`src/rtl/div_unit.sv`:
```
// div_unit: sequential radix-2 restoring divider for the EX-stage HI/LO path.
// Produces quotient (o_lo) and remainder (o_hi) one quotient bit per cycle,
// with a start/busy/done handshake. A pipeline flush aborts it via i_cancel.
//
// Optional feature macro: DIV_SIGNED_EN
//   defined   : i_sign selects signed DIV (1) or unsigned DIVU (0)
//   undefined : every operation is unsigned, i_sign is ignored
//
// Ports:
//   i_clk        clock, rising edge
//   i_rst_n      synchronous active-low reset
//   i_start      request, sampled only in IDLE or DONE
//   i_sign       1 = signed DIV, 0 = DIVU (sampled with i_start)
//   i_cancel     abort, sampled every cycle
//   i_dividend   numerator
//   i_divisor    denominator
//   o_busy       high while CALC or FIX
//   o_done       one-cycle pulse, o_hi/o_lo valid from this cycle
//   o_div_zero   last completed operation had a zero divisor
//   o_hi         remainder
//   o_lo         quotient
module div_unit #(
  parameter int WIDTH = 32,
  parameter int CNT_W = 6
) (
  input  logic             i_clk,
  input  logic             i_rst_n,
  input  logic             i_start,
  input  logic             i_sign,
  input  logic             i_cancel,
  input  logic [WIDTH-1:0] i_dividend,
  input  logic [WIDTH-1:0] i_divisor,
  output logic             o_busy,
  output logic             o_done,
  output logic             o_div_zero,
  output logic [WIDTH-1:0] o_hi,
  output logic [WIDTH-1:0] o_lo
);

  typedef enum logic [1:0] {S_IDLE, S_CALC, S_FIX, S_DONE} state_t;

  localparam logic [CNT_W-1:0] LAST_ITER = CNT_W'(WIDTH - 1);

  state_t           r_state, w_state_nxt;
  logic [CNT_W-1:0] r_cnt;
  // Partial remainder is always < divisor magnitude between iterations, so
  // only the shifted value (w_rem_sh) needs the extra WIDTH+1-th bit.
  logic [WIDTH-1:0] r_rem;
  logic [WIDTH-1:0] r_quo;
  logic [WIDTH-1:0] r_dvs_mag;
  logic [WIDTH-1:0] r_hi, r_lo;
  logic             r_div_zero;

  logic             w_idle_or_done, w_accept, w_dvs_zero, w_ge;
  logic [WIDTH:0]   w_rem_sh;
  logic [WIDTH-1:0] w_dvd_mag, w_dvs_mag;
  logic [WIDTH-1:0] w_lo_fix, w_hi_fix;

  assign w_idle_or_done = (r_state == S_IDLE) || (r_state == S_DONE);
  // cancel wins over a simultaneous start
  assign w_accept       = w_idle_or_done && i_start && !i_cancel;
  assign w_dvs_zero     = (i_divisor == '0);

  // One restoring step: shift {R,Q} left, subtract if the trial is >= 0.
  assign w_rem_sh = {r_rem, r_quo[WIDTH-1]};
  assign w_ge     = (w_rem_sh >= {1'b0, r_dvs_mag});

`ifdef DIV_SIGNED_EN
  logic r_q_neg, r_r_neg;

  // Magnitude only when signed and negative; unsigned MSB-set values pass through.
  assign w_dvd_mag = (i_sign && i_dividend[WIDTH-1]) ? -i_dividend : i_dividend;
  assign w_dvs_mag = (i_sign && i_divisor[WIDTH-1])  ? -i_divisor  : i_divisor;

  always_ff @(posedge i_clk) begin
    if (!i_rst_n) begin
      r_q_neg <= 1'b0;
      r_r_neg <= 1'b0;
    end else if (w_accept && !w_dvs_zero) begin
      r_q_neg <= i_sign & (i_dividend[WIDTH-1] ^ i_divisor[WIDTH-1]);
      r_r_neg <= i_sign & i_dividend[WIDTH-1];
    end
  end

  // Signed overflow (MIN / -1) wraps to MIN here with no special case.
  assign w_lo_fix = r_q_neg ? -r_quo : r_quo;
  assign w_hi_fix = r_r_neg ? -r_rem : r_rem;
`else
  logic w_unused_sign;
  assign w_unused_sign = i_sign;
  assign w_dvd_mag     = i_dividend;
  assign w_dvs_mag     = i_divisor;
  assign w_lo_fix      = r_quo;
  assign w_hi_fix      = r_rem;
`endif

  // State register
  always_ff @(posedge i_clk) begin
    if (!i_rst_n) r_state <= S_IDLE;
    else          r_state <= w_state_nxt;
  end

  // Next-state logic
  always_comb begin
    w_state_nxt = r_state;
    case (r_state)
      S_IDLE, S_DONE: begin
        if (w_accept) w_state_nxt = w_dvs_zero ? S_DONE : S_CALC;
        else          w_state_nxt = S_IDLE;
      end
      S_CALC: begin
        if (i_cancel)                w_state_nxt = S_IDLE;
        else if (r_cnt == LAST_ITER) w_state_nxt = S_FIX;
      end
      S_FIX: begin
        w_state_nxt = i_cancel ? S_IDLE : S_DONE;
      end
      default: w_state_nxt = S_IDLE;
    endcase
  end

  // Datapath and result registers
  always_ff @(posedge i_clk) begin
    if (!i_rst_n) begin
      r_cnt      <= '0;
      r_rem      <= '0;
      r_quo      <= '0;
      r_dvs_mag  <= '0;
      r_hi       <= '0;
      r_lo       <= '0;
      r_div_zero <= 1'b0;
    end else begin
      case (r_state)
        S_IDLE, S_DONE: begin
          if (w_accept) begin
            if (w_dvs_zero) begin
              r_lo       <= '1;
              r_hi       <= i_dividend;
              r_div_zero <= 1'b1;
            end else begin
              r_quo     <= w_dvd_mag;
              r_dvs_mag <= w_dvs_mag;
              r_rem     <= '0;
              r_cnt     <= '0;
            end
          end
        end
        S_CALC: begin
          if (!i_cancel) begin
            // Result of a successful subtract is < divisor, so it fits WIDTH bits.
            r_rem <= w_ge ? (w_rem_sh[WIDTH-1:0] - r_dvs_mag) : w_rem_sh[WIDTH-1:0];
            r_quo <= {r_quo[WIDTH-2:0], w_ge};
            r_cnt <= r_cnt + 1'b1;
          end
        end
        S_FIX: begin
          if (!i_cancel) begin
            r_lo       <= w_lo_fix;
            r_hi       <= w_hi_fix;
            r_div_zero <= 1'b0;
          end
        end
        default: ;
      endcase
    end
  end

  assign o_busy     = (r_state == S_CALC) || (r_state == S_FIX);
  assign o_done     = (r_state == S_DONE);
  assign o_div_zero = r_div_zero;
  assign o_hi       = r_hi;
  assign o_lo       = r_lo;

endmodule

```
`config.mk`:
```
export PLATFORM = sky130hd
export DESIGN_NAME = div_unit
export DESIGN_NICKNAME = d
export VERILOG_FILES = /design/src/rtl/div_unit.sv
export SDC_FILE = /design/constraint.sdc
export NUM_CORES = 1
export LEC_CHECK = 0
export CORE_ASPECT_RATIO = 0.9
export CORE_MARGIN = 4
export CORE_UTILIZATION = 35
export CTS_CLUSTER_DIAMETER = 120
export CTS_CLUSTER_SIZE = 8
export DETAILED_ROUTE_END_ITERATION = 10
export PLACE_DENSITY_LB_ADDON = 0.25
export SYNTH_ARGS = -nofsm -noshare
export SYNTH_HDL_FRONTEND = slang
export SYNTH_SLANG_ARGS = --single-unit
```
`constraint.sdc`:
```
create_clock -name i_clk -period 4.1 [get_ports i_clk]
set_input_delay 0.41 -clock i_clk [delete_from_list [all_inputs] [get_ports i_clk]]
set_output_delay 0.41 -clock i_clk [all_outputs]
set_load 0.05 [all_outputs]
```
==> flow_summary.ini, run 1 <==
[sta]
hold_viol = 0
max_slew.worst_pin.slew_ns = 0.890
setup_tns_ns = 0
layout_min_cycle_time_ns = 3.15
slew_headroom_pct = 40.7
setup_viol = 0
rsz0062_at_grt = false
drv_slew = 0
fmax_mhz = 318
clock_skew_ns = 0.00840
fin_crit_sh_pct = 76.8

[final_layout]
drive_gt1_share_pct = 5.86
area_growth_pct = 23.8
nFillCells = 2565
layout_commonest_cell = dfxtp_1
layout_common_cells = dfxtp_1 (169), clkdlybuf4s50_1 (133), nand2_1 (128)
final_cells = 1477
nets = 1220

[synth]
synthesis.nets = 1123
synth_edf_count = 0
syn_area_per_cell_sq_um = 9.11
seq_area_frac_synth_pct = 36.5
synth_seq_cells = 169
async_reset_ff_share_pct = 0
syn_area_sq_um = 9270
synthCells = 1017
ys.flop_type = dfxtp_1
yosys_warnings = 0
yosysUniqueCellTypes = 66

[grt]
antenna_found_initial = 2
grt_max_degree = 93
grt_pass1_vias = 7233
track_usage_pct = 16.6
grt_pass1_wl_microns = 39500
overflow = 0

[placed_design]
gp_congestion = 0.914
place_inst = 1443
io_buffers = 134
dp_hpwl_microns = 18100

[clock_tree]
cts_tree = built
worst_skew_pair.late_latency_ns = 0.43
clockBufferDepth = 2
clock-sinks = 169
cts_buffers = 17
cts_setup_buffers = 0
h-tree-depth = 4
root_buffer = clkbuf_16
cts_resized = 0
cts_hold_buf = 0
clk_pin_slew_ns = 0.07

[die]
ios = 136
num_rows = 56
die_w_microns = 180
core_sq_um = 26100
die_h_microns = 162
floorplan.initialDensity_pct = 35.5
fp.dieArea_sq_um = 29100

[critical_path]
crit_path_end_kind = register
path_class = reg2reg
cp.arrival_ns = 3.47
start_kind = register
critPathRequiredTime_ns = 4.42
critPathMaxFanout = 22

[power]
power.density_nw_per_um2 = 382
ir_worst_vdd_mv = 0.272
power_leakage_nw = 5.34

[worst_hold_path]
hp-class = reg2reg

[routing]
vias = 7754
drc = 0
first_iter_violations = 623
wl_microns = 25100
vias_per_cell = 5.25
post_drt_wl_per_cell_microns = 17.0
drt-pass1-iter-count = 6
detail-route-antenna-nets = 0

[status]
status = finished, final reports clean

[flow_run]
drv_cap = 0
flip-flops by register name, summed over array words and instances, names as in the netlist:
name,flops
o_hi,32
o_lo,32
r_dvs_mag,32
r_quo,32
r_rem,32
r_cnt,6
r_state,2
o_div_zero,1
cell families (layout without fill, tap and decap cells):
logic type	after synthesis	count (layout)	synth area share, %
buffers and inverters	113	223	5.20
flip-flops	169	169	36.5
AO/OA/AOI/OAI	250	250	21.3
XOR/XNOR	27	27	2.55
AND/OR/NAND/NOR	302	302	16.5
multiplexers	119	119	12.9
other	0	2	0
adder cells (fa/ha/maj)	37	37	5.08
synth_stat cells (6+ instances only):
cell type | instances | area [sq um]
dfxtp_1 | 169 | 3380
nand2_1 | 128 | 480
mux2i_1 | 118 | 1180
o211a_1 | 96 | 961
clkbuf_1 | 54 | 203
inv_1 | 45 | 169
nor2b_1 | 40 | 250
ha_1 | 36 | 450
a21oi_1 | 34 | 170
nand3b_1 | 32 | 240
nor2_1 | 27 | 101
o21ai_0 | 24 | 120
o21ai_1 | 23 | 115
nand3_1 | 21 | 105
xnor2_1 | 18 | 158
a21o_1 | 16 | 120
nand2b_1 | 10 | 62.6
a31oi_1 | 9 | 56.3
nor4_1 | 9 | 56.3
xor2_1 | 9 | 78.8
buf_2 | 8 | 40.0
o211ai_1 | 7 | 52.6
o2bb2a_1 | 7 | 70.1
nand4_1 | 6 | 37.5
power breakdown:
part           internal [W]  switching (W)  total [W]
Clock              0.000818       0.000782    0.00160
Sequential          0.00173      0.0000584    0.00179
Combinational      0.000420       0.000576   0.000996
Total               0.00297        0.00142    0.00439
path summary, 6_finish.rpt:
path	startpoint	end	slack, ns	depth (start not counted)
setup / recovery	r_dvs_mag[8]$_SDFFE_PN0P_	r_rem[9]$_SDFFE_PN0P_	0.95	12
hold / removal	r_quo[0]$_SDFFE_PN0P_	r_quo[0]$_SDFFE_PN0P_	0.49	2
setup reg to reg	r_dvs_mag[8]$_SDFFE_PN0P_	r_rem[9]$_SDFFE_PN0P_	0.95	12
hold reg to reg	r_quo[0]$_SDFFE_PN0P_	r_quo[0]$_SDFFE_PN0P_	0.49	2
critical path, stage by stage (launching register included):
cell	delay, ns
dfxtp_1	0.35
inv_1	0.07
ha_1	0.41
nand2_2	0.13
nor2_1	0.20
and2_1	0.17
o211ai_1	0.15
a211oi_2	0.26
nor2_1	0.15
o311ai_4	0.29
buf_4	0.40
o2111ai_1	0.17
a32o_1	0.28
layer usage:
layer / up-vias / share of wire, % / GRT usage, %
li1: 3866 / - / -
met1: 3684 / 52 / 24.8
met2: 187 / 42 / 24.3
met3: 17 / 5.2 / 3.75
met4: 0 / 1.0 / 3.46
met5: - / 0 / 0
stage by stage:
step	power (W)	hold WS, ns	util, %	setup slack, ns	cell area, sq um
floorplan	0.00253	0.454	-	1.56	9270
global placement	0.00281	0.477	41.7	0.759	10900
detailed placement	0.00282	0.485	41.7	0.756	10900
CTS	0.00444	0.495	44.0	0.972	11500
global route	0.00459	0.516	44.0	0.790	11500
finish	0.00439	0.493	44.0	0.953	11500
area by class of cell:
cell class | instances | area (sq um) | area share [%]
Inverter | 45 | 169 | 1.47
Tap cell | 348 | 435 | 3.80
Sequential cell | 169 | 3380 | 29.5
Timing Repair Buffer | 146 | 1450 | 12.7
Clock inverter | 14 | 151 | 1.32
Clock buffer | 18 | 429 | 3.74
Antenna cell | 2 | 5.00 | 0.0436
Multi-Input combinational cell | 735 | 5440 | 47.4
(Power assumes the default switching activity.)
==> inputs of run 2 (changes only) <==
clock period = 3.2 ns   (was 4.1 ns; I/O delays follow)
==> run 2 against run 1 <==
  * Hold slack worse by 0.15 ns
  * Clock power up 29%
  * Sequential share of layout area down 0.50 points
  * Critical path depth unchanged
  * Sequential power up 28%
  * Clock skew up 0.0016 ns
  * Setup slack worse by 0.72 ns
  * Global-route usage up 0.37 points
  * Largest cell class unchanged
==> flow_summary.ini, run 2 (same netlist as run 1, synthesis figures left out) <==
[status]
status = finished, final reports clean

[sta]
max_slew.worst_pin.slew_ns = 0.720
hold_viol = 0
setup_tns_ns = 0
slew_headroom_pct = 51.4
fin_crit_sh_pct = 92.8
setup_viol = 0
fmax_mhz = 337
drv_slew = 0
clock_skew_ns = 0.0100
layout_min_cycle_time_ns = 2.97
rsz0062_at_grt = false

[grt]
grt_pass1_vias = 7283
grt_pass1_wl_microns = 40200
overflow = 0
track_usage_pct = 16.9
grt_max_degree = 68
antenna_found_initial = 0

[routing]
drt-pass1-iter-count = 7
post_drt_wl_per_cell_microns = 16.9
vias = 7713
detail-route-antenna-nets = 0
first_iter_violations = 543
vias_per_cell = 5.17
drc = 0
wl_microns = 25100

[flow_run]
drv_cap = 0

[final_layout]
antennaDiodeCount = 0
nFillCells = 2608
layout_common_cells = dfxtp_1 (169), clkdlybuf4s50_1 (133), nand2_1 (128)
nets = 1236
drive_gt1_share_pct = 7.26
layout_commonest_cell = dfxtp_1
area_growth_pct = 25.9

[clock_tree]
clockBufferDepth = 2
cts_tree = built
clk_pin_slew_ns = 0.08
cts_setup_buffers = 0
cts_hold_buf = 0
root_buffer = clkbuf_16
h-tree-depth = 4
cts_buffers = 17
cts_resized = 0
clock-sinks = 169
worst_skew_pair.late_latency_ns = 0.43

[critical_path]
critPathMaxFanout = 3
path_class = reg2reg
critPathRequiredTime_ns = 3.55
start_kind = register
crit_path_end_kind = register
cp.arrival_ns = 3.32

[placed_design]
gp_congestion = 0.924
io_buffers = 134
dp_hpwl_microns = 18700

[die]
num_rows = 56
die_w_microns = 180
floorplan.initialDensity_pct = 35.5
fp.dieArea_sq_um = 29100
ios = 136
die_h_microns = 162
core_sq_um = 26100

[power]
p_int_w = 0.00384
ir_worst_vdd_mv = 0.312
p_switching_w = 0.00181
power.total_w = 0.00566
p_sw_share_pct = 32.0
power.density_nw_per_um2 = 485
pwr-share-clk_pct = 36.4
power_leakage_nw = 5.45
seqPwrFrac_pct = 40.5
share_comb_of_total_power_pct = 23.1

[worst_hold_path]
hp-class = in2reg
-- run 2: worst max-delay path, stage by stage (launching register included) --
cell	delay (ns)
dfxtp_1	0.35
inv_1	0.09
ha_1	0.23
fa_1	0.41
nand2b_1	0.19
a21oi_1	0.22
o211ai_1	0.19
nand3_1	0.16
a21boi_0	0.14
o21ai_0	0.40
nand4b_1	0.15
o2111a_1	0.18
o31ai_2	0.16
-- run 2: layer usage --
metal	vias up	part of all wire, %	track usage [%]
met5	-	0	0
met4	0	0.74	3.05
met3	14	4.2	3.42
met2	174	43	25.3
met1	3628	52	25.6
li1	3897	-	-
-- run 2: path summary, 6_finish.rpt --
path,start,end,slack [ns],cells past startpoint
worst max-delay path,r_quo[31]$_SDFFE_PN0P_,r_rem[24]$_SDFFE_PN0P_,0.23,12
worst min-delay path,i_rst_n,o_hi[8]$_SDFFE_PN0P_,0.34,2
worst max register to register,r_quo[31]$_SDFFE_PN0P_,r_rem[24]$_SDFFE_PN0P_,0.23,12
worst min register to register,r_quo[0]$_SDFFE_PN0P_,r_quo[0]$_SDFFE_PN0P_,0.49,2
-- run 2: power groups by stage --
| stage | clock, W | sequential [W] | combinational [W] |
|---|---|---|---|
| 2_1_floorplan | 0 | 0.00253 | 0.000708 |
| 3_3_place_gp | 0 | 0.00234 | 0.00130 |
| 3_5_place_dp | 0 | 0.00234 | 0.00131 |
| 5_1_grt | 0.00222 | 0.00230 | 0.00141 |
| 6_report | 0.00206 | 0.00229 | 0.00131 |
| 4_1_cts | 0.00212 | 0.00229 | 0.00131 |
-- run 2: cell type report --
type	instances	area [sq um]	area share (%)
clock inverter	14	150	1.29
tap	348	435	3.73
timing repair buffer	162	1650	14.1
sequential	169	3380	29.0
inverter	45	169	1.45
multi-input combinational	735	5440	46.6
clock buffer	18	439	3.76
-- run 2: through the flow --
| step | setup WS (ns) | area (sq um) | instances | utilization (%) | hold slack, ns |
|---|---|---|---|---|---|
| global route | 0.0547 | 11700 | 1491 | 44.8 | 0.341 |
| floorplan | 0.662 | 9270 | 1017 | - | 0.454 |
| detailed placement | 0.204 | 11100 | 1459 | 42.5 | 0.473 |
| finish | 0.231 | 11700 | 1491 | 44.8 | 0.340 |
| CTS | 0.253 | 11700 | 1491 | 44.8 | 0.328 |
| global placement | 0.283 | 11100 | 1459 | 42.5 | 0.474 |
==> inputs of run 3 (changes only) <==
CORE_MARGIN = unset   (was 4)
CORE_UTILIZATION = 50   (was 35)
==> run 3 against run 2 <==
  * Sequential power about the same
  * Routed wire length down 8.9%
  * Highest routed layer unchanged
  * Core utilization up 20 points
  * Final area down 1.4%
  * Clock skew down 0.0010 ns
==> flow_summary.ini, run 3 (same netlist as run 1, synthesis figures left out) <==
[status]
status = finished, final reports clean

[sta]
drv_slew = 0
whs_ns = 0.309
setup_tns_ns = 0
hold_viol = 0
clock_skew_ns = 0.00902
setup_viol = 0
rsz0062_at_grt = false
slew_headroom_pct = 52.8
fmax_mhz = 332
max_slew.worst_pin.slew_ns = 0.699
layout_min_cycle_time_ns = 3.01
worst_slack_ns = 0.192
fin_crit_sh_pct = 94.0

[placed_design]
gp_congestion = 0.939
dp_worst_setup_slack_ns = 0.0480
placed_cell_area_sq_um = 10900
dp_hpwl_microns = 16700
io_buffers = 134

[grt]
antenna_found_initial = 0
grt_pass1_vias = 6896
track_usage_pct = 24.2
overflow = 0
grt_pass1_wl_microns = 37200
grt_max_degree = 74

[clock_tree]
cts_tree = built
cts_resized = 0
worst_skew_pair.late_latency_ns = 0.43
cts_hold_buf = 0
cts_setup_buffers = 0
clockBufferDepth = 2
clk_pin_slew_ns = 0.07
clock-sinks = 169
cts_buffers = 17
root_buffer = clkbuf_16
h-tree-depth = 4

[critical_path]
reg2reg_slack_ns = 0.19
cp.arrival_ns = 3.33
endpoint = r_rem[9]$_SDFFE_PN0P_
reg2regPathDepth = 10
timing.rr.end = r_rem[9]$_SDFFE_PN0P_
critPathRequiredTime_ns = 3.52
critPathMaxFanout = 13
crit_path_end_kind = register
crit_start = r_rem[11]$_SDFFE_PN0P_
path_class = reg2reg
r2r_start = r_rem[11]$_SDFFE_PN0P_
start_kind = register

[die]
fp.dieArea_sq_um = 19100
die_h_microns = 131
core_sq_um = 17900
die_w_microns = 145
num_rows = 46
floorplan.initialDensity_pct = 51.8
ios = 136

[final_layout]
nets = 1235
layout_commonest_cell = dfxtp_1
stdcell_area_sq_um = 11500
area_growth_pct = 24.1
nFillCells = 1537
layout_common_cells = dfxtp_1 (169), clkdlybuf4s50_1 (133), nand2_1 (128)
drive_gt1_share_pct = 7.01
antennaDiodeCount = 0

[power]
power.density_nw_per_um2 = 497
ir_worst_vdd_mv = 0.375
power.total_w = 0.00571
power_leakage_nw = 5.44

[routing]
vias = 7747
first_iter_violations = 522
wl_microns = 22900
drt-pass1-iter-count = 5
vias_per_cell = 5.61
post_drt_wl_per_cell_microns = 16.6
drc = 0
detail-route-antenna-nets = 0

[worst_hold_path]
hp-class = in2reg
hp-start = i_rst_n

[flow_run]
drv_cap = 0
[run 3: changes by cell type in the layout (fill, tap and decap cells not counted)]
cell | previous run | this run
clkinv_4 | 3 | 1
bufinv_16 | 0 | 2
buf_12 | 8 | 5
nor2b_2 | 1 | 0
nor2b_1 | 39 | 40
clkbuf_8 | 1 | 0
inv_8 | 6 | 4
clkbuf_1 | 0 | 1
inv_6 | 1 | 4
clkinv_8 | 2 | 1
buf_4 | 21 | 23
[run 3: where the power goes]
| group | leakage, nW | internal, W | switching, W |
|---|---|---|---|
| registers | 1.38 | 0.00222 | 0.0000717 |
| clock network | 0.293 | 0.00119 | 0.000943 |
| logic | 3.77 | 0.000558 | 0.000735 |
[run 3: critical path, stage by stage (launching register included)]
cell	delay [ns]
dfxtp_1	0.34
ha_1	0.39
a21oi_1	0.33
o21ai_1	0.19
a21oi_1	0.27
o221ai_1	0.18
nor2_1	0.32
o311ai_4	0.18
buf_12	0.19
or2_2	0.27
a32o_1	0.24
[run 3: worst min path at each step]
stage / endpoint / slack, ns / cells past startpoint
final: o_hi[6]$_SDFFE_PN0P_ / 0.31 / 2
after global routing: o_hi[6]$_SDFFE_PN0P_ / 0.31 / 2
after CTS: o_hi[6]$_SDFFE_PN0P_ / 0.31 / 2
after detailed placement: r_quo[0]$_SDFFE_PN0P_ / 0.48 / 2
after global placement: r_quo[0]$_SDFFE_PN0P_ / 0.47 / 2
after floorplan: r_rem[8]$_SDFFE_PN0P_ / 0.45 / 2
[run 3: stage by stage]
stage,instances,utilization [%]
after floorplan,1017,-
after detailed placement,1350,60.9
after CTS,1382,64.3
after global routing,1382,64.3
after global placement,1350,60.9
final,1382,64.3
[run 3: metal layers]
layer | share of wire (%) | GRT usage [%] | vias up
met5 | 0 | 0 | -
met4 | 0.75 | 5.15 | 0
met3 | 4.5 | 4.55 | 18
met2 | 43 | 35.6 | 206
met1 | 52 | 36.2 | 3624
li1 | - | - | 3899
[run 3: area by class of cell]
type | instances | area (sq um) | share of cell area, %
inverter | 45 | 169 | 1.47
clock buffer | 18 | 429 | 3.73
clock inverter | 14 | 180 | 1.57
sequential | 169 | 3380 | 29.4
tap | 240 | 300 | 2.61
timing repair buffer | 161 | 1600 | 13.9
multi-input combinational | 735 | 5440 | 47.3
